### src/rtl/spi_burst_ram_if.sv
// SPI pin bundle for spi_burst_ram: the bus master drives SS_n/MOSI, the
// memory endpoint drives MISO and reports frame_active.
interface spi_burst_ram_if;
  logic SS_n;
  logic MOSI;
  logic MISO;
  logic frame_active;

  modport master (output SS_n, MOSI, input MISO, frame_active);
  modport slave  (input SS_n, MOSI, output MISO, frame_active);
endinterface

### src/rtl/spi_burst_ram.sv
// SPI-slave burst RAM: opcode, start address, then any number of data words
// with auto-incrementing, wrapping pointer. Optional status readback of the
// completed-write counter is built when SPI_BURST_RAM_STATUS_EN is defined.
module spi_burst_ram #(
  parameter int DATA_WIDTH = 8,
  parameter int ADDR_WIDTH = 8,
  parameter int MEM_DEPTH  = 256
) (
  input  logic          clk,
  input  logic          rst,
  spi_burst_ram_if.slave spi
);
  localparam int CNT_MAX = (ADDR_WIDTH > DATA_WIDTH) ? ADDR_WIDTH : DATA_WIDTH;
  localparam int CW      = $clog2(CNT_MAX + 1);
  localparam bit IS_POW2 = (MEM_DEPTH & (MEM_DEPTH - 1)) == 0;
`ifdef SPI_BURST_RAM_STATUS_EN
  localparam bit STATUS_EN = 1'b1;
`else
  localparam bit STATUS_EN = 1'b0;
`endif

  typedef enum logic [2:0] {IDLE, OPCODE, ADDR, WDATA, TURN, RDATA, IGNORE} state_e;

  state_e                  state_q, state_d;
  logic [1:0]              op_q, op_d;
  logic [CW-1:0]           cnt_q, cnt_d;
  logic [ADDR_WIDTH-1:0]   ptr_q, ptr_d;
  logic [ADDR_WIDTH-2:0]   addr_sh_q, addr_sh_d;
  logic [DATA_WIDTH-2:0]   sh_in_q, sh_in_d;
  logic [DATA_WIDTH-1:0]   sh_out_q, sh_out_d;
  logic                    miso_q, miso_d;

  logic [DATA_WIDTH-1:0]   mem [MEM_DEPTH];
  logic                    mem_we;
  logic [DATA_WIDTH-1:0]   mem_wdata;
  logic [ADDR_WIDTH-1:0]   ptr_inc, addr_full, addr_wrapped, rd_addr;
  logic [DATA_WIDTH-1:0]   rd_word;
  logic                    status_sel;
  logic [1:0]              op_full;
  logic                    op_ok;

  assign ptr_inc   = (ptr_q == ADDR_WIDTH'(MEM_DEPTH - 1)) ? '0 : ptr_q + ADDR_WIDTH'(1);
  assign addr_full = {addr_sh_q, spi.MOSI};
  assign mem_wdata = {sh_in_q, spi.MOSI};
  assign op_full   = {op_q[1], spi.MOSI};
  assign op_ok     = (op_full == 2'b00) || (op_full == 2'b01) || (op_full == 2'b10 && STATUS_EN);

  // Non-power-of-two depths fold an out-of-range address back by one depth.
  always_comb begin
    addr_wrapped = addr_full;
    if (IS_POW2)
      addr_wrapped = addr_full & ADDR_WIDTH'(MEM_DEPTH - 1);
    else if ({1'b0, addr_full} >= (ADDR_WIDTH + 1)'(MEM_DEPTH))
      addr_wrapped = addr_full - ADDR_WIDTH'(MEM_DEPTH);
  end

  // RDATA fetches the following word so it streams out with no gap.
  assign rd_addr = (state_q == RDATA) ? ptr_inc : ptr_q;

`ifdef SPI_BURST_RAM_STATUS_EN
  logic [DATA_WIDTH-1:0] wr_count_q, wr_count_d;
  assign status_sel = (op_q == 2'b10);
  assign rd_word    = status_sel ? wr_count_q : mem[rd_addr];
  assign wr_count_d = (mem_we && !(&wr_count_q)) ? wr_count_q + DATA_WIDTH'(1) : wr_count_q;
  always_ff @(posedge clk) begin
    if (rst) wr_count_q <= '0;
    else     wr_count_q <= wr_count_d;
  end
`else
  assign status_sel = 1'b0;
  assign rd_word    = mem[rd_addr];
`endif

  always_comb begin
    state_d   = state_q;
    op_d      = op_q;
    cnt_d     = cnt_q;
    ptr_d     = ptr_q;
    addr_sh_d = addr_sh_q;
    sh_in_d   = sh_in_q;
    sh_out_d  = sh_out_q;
    miso_d    = 1'b0;
    mem_we    = 1'b0;
    if (spi.SS_n) begin
      state_d = IDLE;
    end else begin
      case (state_q)
        IDLE: begin
          op_d    = {spi.MOSI, 1'b0};
          state_d = OPCODE;
        end
        OPCODE: begin
          op_d      = op_full;
          cnt_d     = '0;
          addr_sh_d = '0;
          state_d   = op_ok ? ADDR : IGNORE;
        end
        ADDR: begin
          addr_sh_d = addr_full[ADDR_WIDTH-2:0];
          if (cnt_q == CW'(ADDR_WIDTH - 1)) begin
            cnt_d   = '0;
            sh_in_d = '0;
            state_d = (op_q == 2'b00) ? WDATA : TURN;
            if (op_q != 2'b10) ptr_d = addr_wrapped;
          end else begin
            cnt_d = cnt_q + CW'(1);
          end
        end
        WDATA: begin
          sh_in_d = mem_wdata[DATA_WIDTH-2:0];
          if (cnt_q == CW'(DATA_WIDTH - 1)) begin
            cnt_d  = '0;
            mem_we = 1'b1;
            ptr_d  = ptr_inc;
          end else begin
            cnt_d = cnt_q + CW'(1);
          end
        end
        TURN: begin
          miso_d   = rd_word[DATA_WIDTH-1];
          sh_out_d = {rd_word[DATA_WIDTH-2:0], 1'b0};
          cnt_d    = CW'(DATA_WIDTH - 1);
          state_d  = RDATA;
        end
        RDATA: begin
          if (cnt_q == '0) begin
            if (!status_sel) ptr_d = ptr_inc;
            miso_d   = rd_word[DATA_WIDTH-1];
            sh_out_d = {rd_word[DATA_WIDTH-2:0], 1'b0};
            cnt_d    = CW'(DATA_WIDTH - 1);
          end else begin
            miso_d   = sh_out_q[DATA_WIDTH-1];
            sh_out_d = {sh_out_q[DATA_WIDTH-2:0], 1'b0};
            cnt_d    = cnt_q - CW'(1);
          end
        end
        IGNORE:  state_d = IGNORE;
        default: state_d = IDLE;
      endcase
    end
  end

  always_ff @(posedge clk) begin
    if (rst) begin
      state_q   <= IDLE;
      op_q      <= '0;
      cnt_q     <= '0;
      ptr_q     <= '0;
      addr_sh_q <= '0;
      sh_in_q   <= '0;
      sh_out_q  <= '0;
      miso_q    <= 1'b0;
    end else begin
      state_q   <= state_d;
      op_q      <= op_d;
      cnt_q     <= cnt_d;
      ptr_q     <= ptr_d;
      addr_sh_q <= addr_sh_d;
      sh_in_q   <= sh_in_d;
      sh_out_q  <= sh_out_d;
      miso_q    <= miso_d;
    end
  end

  // RAM contents survive reset; reset only blocks a coincident write.
  always_ff @(posedge clk) begin
    if (mem_we && !rst) mem[ptr_q] <= mem_wdata;
  end

  assign spi.MISO         = miso_q;
  assign spi.frame_active = (state_q != IDLE);
endmodule

### src/flat_wrapper.sv
// flat-port wrapper written by rule: the top's interface ports become plain ports
module spi_burst_ram_flat 
#(
  parameter int DATA_WIDTH = 8,
  parameter int ADDR_WIDTH = 8,
  parameter int MEM_DEPTH  = 256
)
  (clk, rst, spi_SS_n, spi_MOSI, spi_MISO, spi_frame_active);
  spi_burst_ram_if spi_i ();
  input  logic clk;
  input  logic rst;
  input wire logic [$bits(spi_i.SS_n)-1:0] spi_SS_n;
  input wire logic [$bits(spi_i.MOSI)-1:0] spi_MOSI;
  output wire logic [$bits(spi_i.MISO)-1:0] spi_MISO;
  output wire logic [$bits(spi_i.frame_active)-1:0] spi_frame_active;
  assign spi_i.SS_n = spi_SS_n;
  assign spi_i.MOSI = spi_MOSI;
  assign spi_MISO = spi_i.MISO;
  assign spi_frame_active = spi_i.frame_active;
  spi_burst_ram #(.DATA_WIDTH(DATA_WIDTH), .ADDR_WIDTH(ADDR_WIDTH), .MEM_DEPTH(MEM_DEPTH)) u_core (.clk(clk), .rst(rst), .spi(spi_i));
endmodule
### config.mk
export PLATFORM = sky130hd
export DESIGN_NAME = spi_burst_ram_flat
export DESIGN_NICKNAME = d
export VERILOG_FILES = /design/src/rtl/spi_burst_ram_if.sv /design/src/rtl/spi_burst_ram.sv /design/src/flat_wrapper.sv
export SDC_FILE = /design/constraint.sdc
export NUM_CORES = 2
export LEC_CHECK = 0
export ABC_AREA = 0
export BUFFER_PORTS_ARGS = -buffer_cell sky130_fd_sc_hd__buf_4
export CAP_MARGIN = 20
export CORE_UTILIZATION = 60
export CTS_CLUSTER_SIZE = 30
export DETAILED_ROUTE_END_ITERATION = 7
export GPL_ROUTABILITY_DRIVEN = 0
export MAX_ROUTING_LAYER = met4
export PLACE_DENSITY = 0.82
export SYNTH_ARGS = -nofsm -noshare
export SYNTH_HDL_FRONTEND = slang
export SYNTH_SLANG_ARGS = --single-unit
export TNS_END_PERCENT = 10
### constraint.sdc
create_clock -name clk -period 12.7 [get_ports clk]
set_input_delay 1.27 -clock clk [delete_from_list [all_inputs] [get_ports clk]]
set_output_delay 1.27 -clock clk [all_outputs]
set_load 0.02 [all_outputs]
==> summary by stage <==
Run status
The run finished, with violations left. The checks that failed: design-rule violations.

Routing
After detailed routing, the average wire length per cell comes to 30.2 um. Dividing the detail-routed via count by the number of cells gives around 6.9. For this block, the routed nets add up to 241 mm of wire. The post-detailed-route DRC marker count is 8. The number of DRC markers after the initial detailed-route iteration is 10500. The total via count after detailed routing is 55500. The remaining antenna violation count is 0. For this run, the detailed router's first-pass iteration total came to 8.

STA
The number of setup violations in the final report is 0. In this run the tightest slew margin relative to its limit is 15.0%. Setup repair after global routing left no endpoint under its margin. For the final routed database, the setup TNS stands at 0 ns. The number of hold-slack violations in the final timing report is 0. The worst hold slack across all endpoints is 0.513 ns. The fmax is 160 MHz.

For the pin with the worst max-slew slack, the measured transition is 1.27 ns. The share of the cycle needed by the critical path after routing is 49.3%. The worst setup skew after layout is 0.0449 ns.

The smallest clock period supported by the final layout is computed as 6.27 ns. The final number of max-transition violations is 0.

Global routing
The initial antenna violation count is 9. Global routing finished with a remaining overflow of 0. Global routing consumed, over all layers together, 34.8% of the routing resources.

Entering global routing, the biggest net connects 189 pins. The first global-routing pass estimated 349 mm of wire. The number of global-route vias before repair is 52900.

Worst setup path
The cell repeated most along the worst path is buf_4. By startpoint and endpoint, the worst setup path is classified as reg2reg. The category of cells accounting for the largest share of critical-path delay is simple AND/OR/NAND/NOR gates.

The signal on the critical path passes through ha_1 -> nand4b_2 -> xnor2_4 -> buf_4 -> nand2_4 -> buf_4 -> a21oi_1 -> o31ai_1 -> a2111oi_0 -> nor4_1 -> or4_1 -> a211oi_1. The slowest cell on the critical path is a2111oi_0. STA classifies the critical path startpoint as a flip-flop. The data required time of the worst path is 13.46 ns. Counting both buffers and inverters, the worst setup path holds a total of 2. The largest single stage delay on the critical path is ~0.94 ns.

The endpoint class of the critical path is a flip-flop. Data arrives at the worst endpoint at 7.02 ns. Along the worst path, the maximum fanout reaches 47.

Placement
After legalization and detailed placement, the total HPWL measured 136 mm. Once placement finished, the instance area stood at 0.0858 mm2. The port buffer count is 5.

Layout
The layout filler cell count is 9066. Summing all multi-input logic gate instances after layout gives 0.0202 mm2. Of the cells placed in the final design, the portion with a size suffix greater than 1 is 8.82%. In the final layout, flip-flops and latches occupy 0.0623 mm2. The number of nets in the final layout is 5953. The final design instance area without fill is 0.0918 mm2. The layout overhead on the synthesized area is 8.81%.

Synth
Summing the sequential cell areas from Yosys gives 73.8% of the chip area. The post-synthesis cell type with the largest combined area is edfxtp_1. The count of state elements after synthesis is 2087. The post-synthesis cell count is 6039. Synthesis produced a netlist with a net count of 6049. For this run, the number of Yosys warnings is 0.

The most common cell in the synthesized netlist is edfxtp_1. Yosys mapped a number of flops with a built-in enable equal to 2048. The synthesized netlist occupies a cell area of 0.0843 mm2. Ranked by total cell area, the synthesized netlist is headed by edfxtp_1, nand2_1, nand3_1, mux4_2, mux2i_1. The share of synthesized flip-flops with an asynchronous set or reset is 0%. The most frequently used flop master after synthesis is edfxtp_1. The count of unique library cells instantiated by Yosys is 81. The fraction of post-synthesis cell area in the top cell type by area is 72.9%. The average instance area after synthesis is ~14 um2.

Sorting the synthesized cells by how often they occur yields edfxtp_1, nand2_1, nand3_1, nor2_1, a21oi_1.

Worst hold path
The worst hold-check path type is reg2reg.

Die
In this run the count of I/O pins placed on the die edge is 6. The core footprint is 0.140 mm2. The die area is 0.142 mm2. The height of the chip is 377 um.

The site row count is 137. Measured along the x axis, the die boundary spans around 380 um. The effective utilization at floorplan is 60.4%.

Pwr
The analysis attributes to cell leakage a power of 0.0300 uW. Across the VDD grid, the largest voltage drop is 0.000140 V. For this design the ratio of total power to cell area is roughly 140 mW/mm2.

CTS
The latest clock arrival within the worst-skew pair is 0.86 ns. The number of buffers inserted by post-CTS setup repair is 0. The number of buffers created by CTS is 189. The number of buffers on the longest clock path is 3.

For this design, the sink count on the clock tree is 2087. The TritonCTS clock tree is built. Buffers inserted to repair hold after CTS numbered 0. The tree is rooted in a clkbuf_16. The post-cts gate resize count is 0. CTS built an H-tree with a depth of 4.

The clock transition at the registers of the reported paths is 0.07 ns.

Run
The number of max-cap violations is 0.
## layout by cell type, fill, tap and decap left out, drive strengths merged, types with 14 or more instances in the layout
cell type,netlist,routed
edfxtp,2048,2048
nand2,1282,1282
nand3,410,410
nor2,344,344
a21oi,276,276
clkbuf,178,249
o21ai,171,171
mux2i,164,164
buf,227,115
and3,114,114
mux4,88,88
nor3,85,85
a211oi,82,82
clkinv,0,76
mux2,49,49
o22ai,48,48
a311oi,46,46
nor4,41,41
a31oi,40,40
dfxtp,39,39
a2111oi,29,29
nand4,28,28
a22oi,26,26
diode,0,17
a32oi,15,15
inv,10,15
a22o,14,14
o31ai,14,14
## final cells by class
class	instances	area share [%]
flip-flops and latches	2087	67.9
well taps	1876	2.56
repair buffers	118	1.21
clock buffers	246	5.52
inverters	10	0.0409
diodes	17	0.0464
clock inverters	91	0.739
multi-input cells	3537	22.0
## sequential cells by signal (all words and copies together) (netlist names)
register,count
u_core.op_q,2
u_core.sh_in_q,7
u_core.sh_out_q,7
u_core.state_q,3
u_core.ptr_q,8
u_core.spi.MISO,1
u_core.mem,2048
u_core.addr_sh_q,7
u_core.cnt_q,4
## cells by family after synthesis
logic type                 Yosys count  synth area share (%)
and+or+nand+nor                   2361                  12.1
adders and majority gates            6                0.0890
muxes                              301                  4.95
DFF                               2087                  73.8
AOI/OAI and AO/OA                  861                  6.54
buffers and inverters              415                  2.41
xor gates and xnor gates             8                 0.105
## worst reg2reg max path, stage by stage, from the launching register on
cell,delay (ns)
dfxtp_1,0.61
ha_1,0.45
nand4b_2,0.32
xnor2_4,0.39
buf_4,0.67
nand2_4,0.63
buf_4,0.63
a21oi_1,0.34
o31ai_1,0.16
a2111oi_0,0.94
nor4_1,0.24
or4_1,0.56
a211oi_1,0.21
## path summary, 6_finish.rpt
| check | start | to | slack, ns | cells after the start |
|---|---|---|---|---|
| max | u_core.ptr_q[1]$_SDFFE_PP0P_ | u_core.sh_out_q[6]$_SDFFE_PP0P_ | 6.43 | 12 |
| min | u_core.addr_sh_q[5]$_SDFFE_PP0P_ | u_core.addr_sh_q[6]$_SDFFE_PP0P_ | 0.51 | 1 |
| max reg2reg | u_core.ptr_q[1]$_SDFFE_PP0P_ | u_core.sh_out_q[6]$_SDFFE_PP0P_ | 6.43 | 12 |
| min reg2reg | u_core.addr_sh_q[5]$_SDFFE_PP0P_ | u_core.addr_sh_q[6]$_SDFFE_PP0P_ | 0.51 | 1 |
## stage by stage
stage	util (%)	total power (uW)	setup slack, ns	std cells
floorplan	-	7630	8.43	6039
global placement	61.5	7660	6.73	7614
detailed placement	61.5	7660	6.85	7618
CTS	65.6	12900	6.71	7955
global route	65.8	13200	6.37	7975
finish	65.8	13000	6.43	7982
## power breakdown
part           total [uW]  internal (uW)  switching (uW)
Clock                5440           2980            2460
Sequential           7460           7460            3.31
Combinational        52.2           12.0            40.1
## metal layers
| layer | GRT usage [%] | vias to the layer above | wire, um |
|---|---|---|---|
| met5 | - | - | 0 |
| met1 | 43.1 | 26600 | 78700 |
| met4 | 22.6 | 0 | 17800 |
| met2 | 50.0 | 5155 | 108000 |
| li1 | - | 22600 | - |
| met3 | 10.7 | 1086 | 37000 |
No activity file was read; power rests on OpenSTA's default activity.
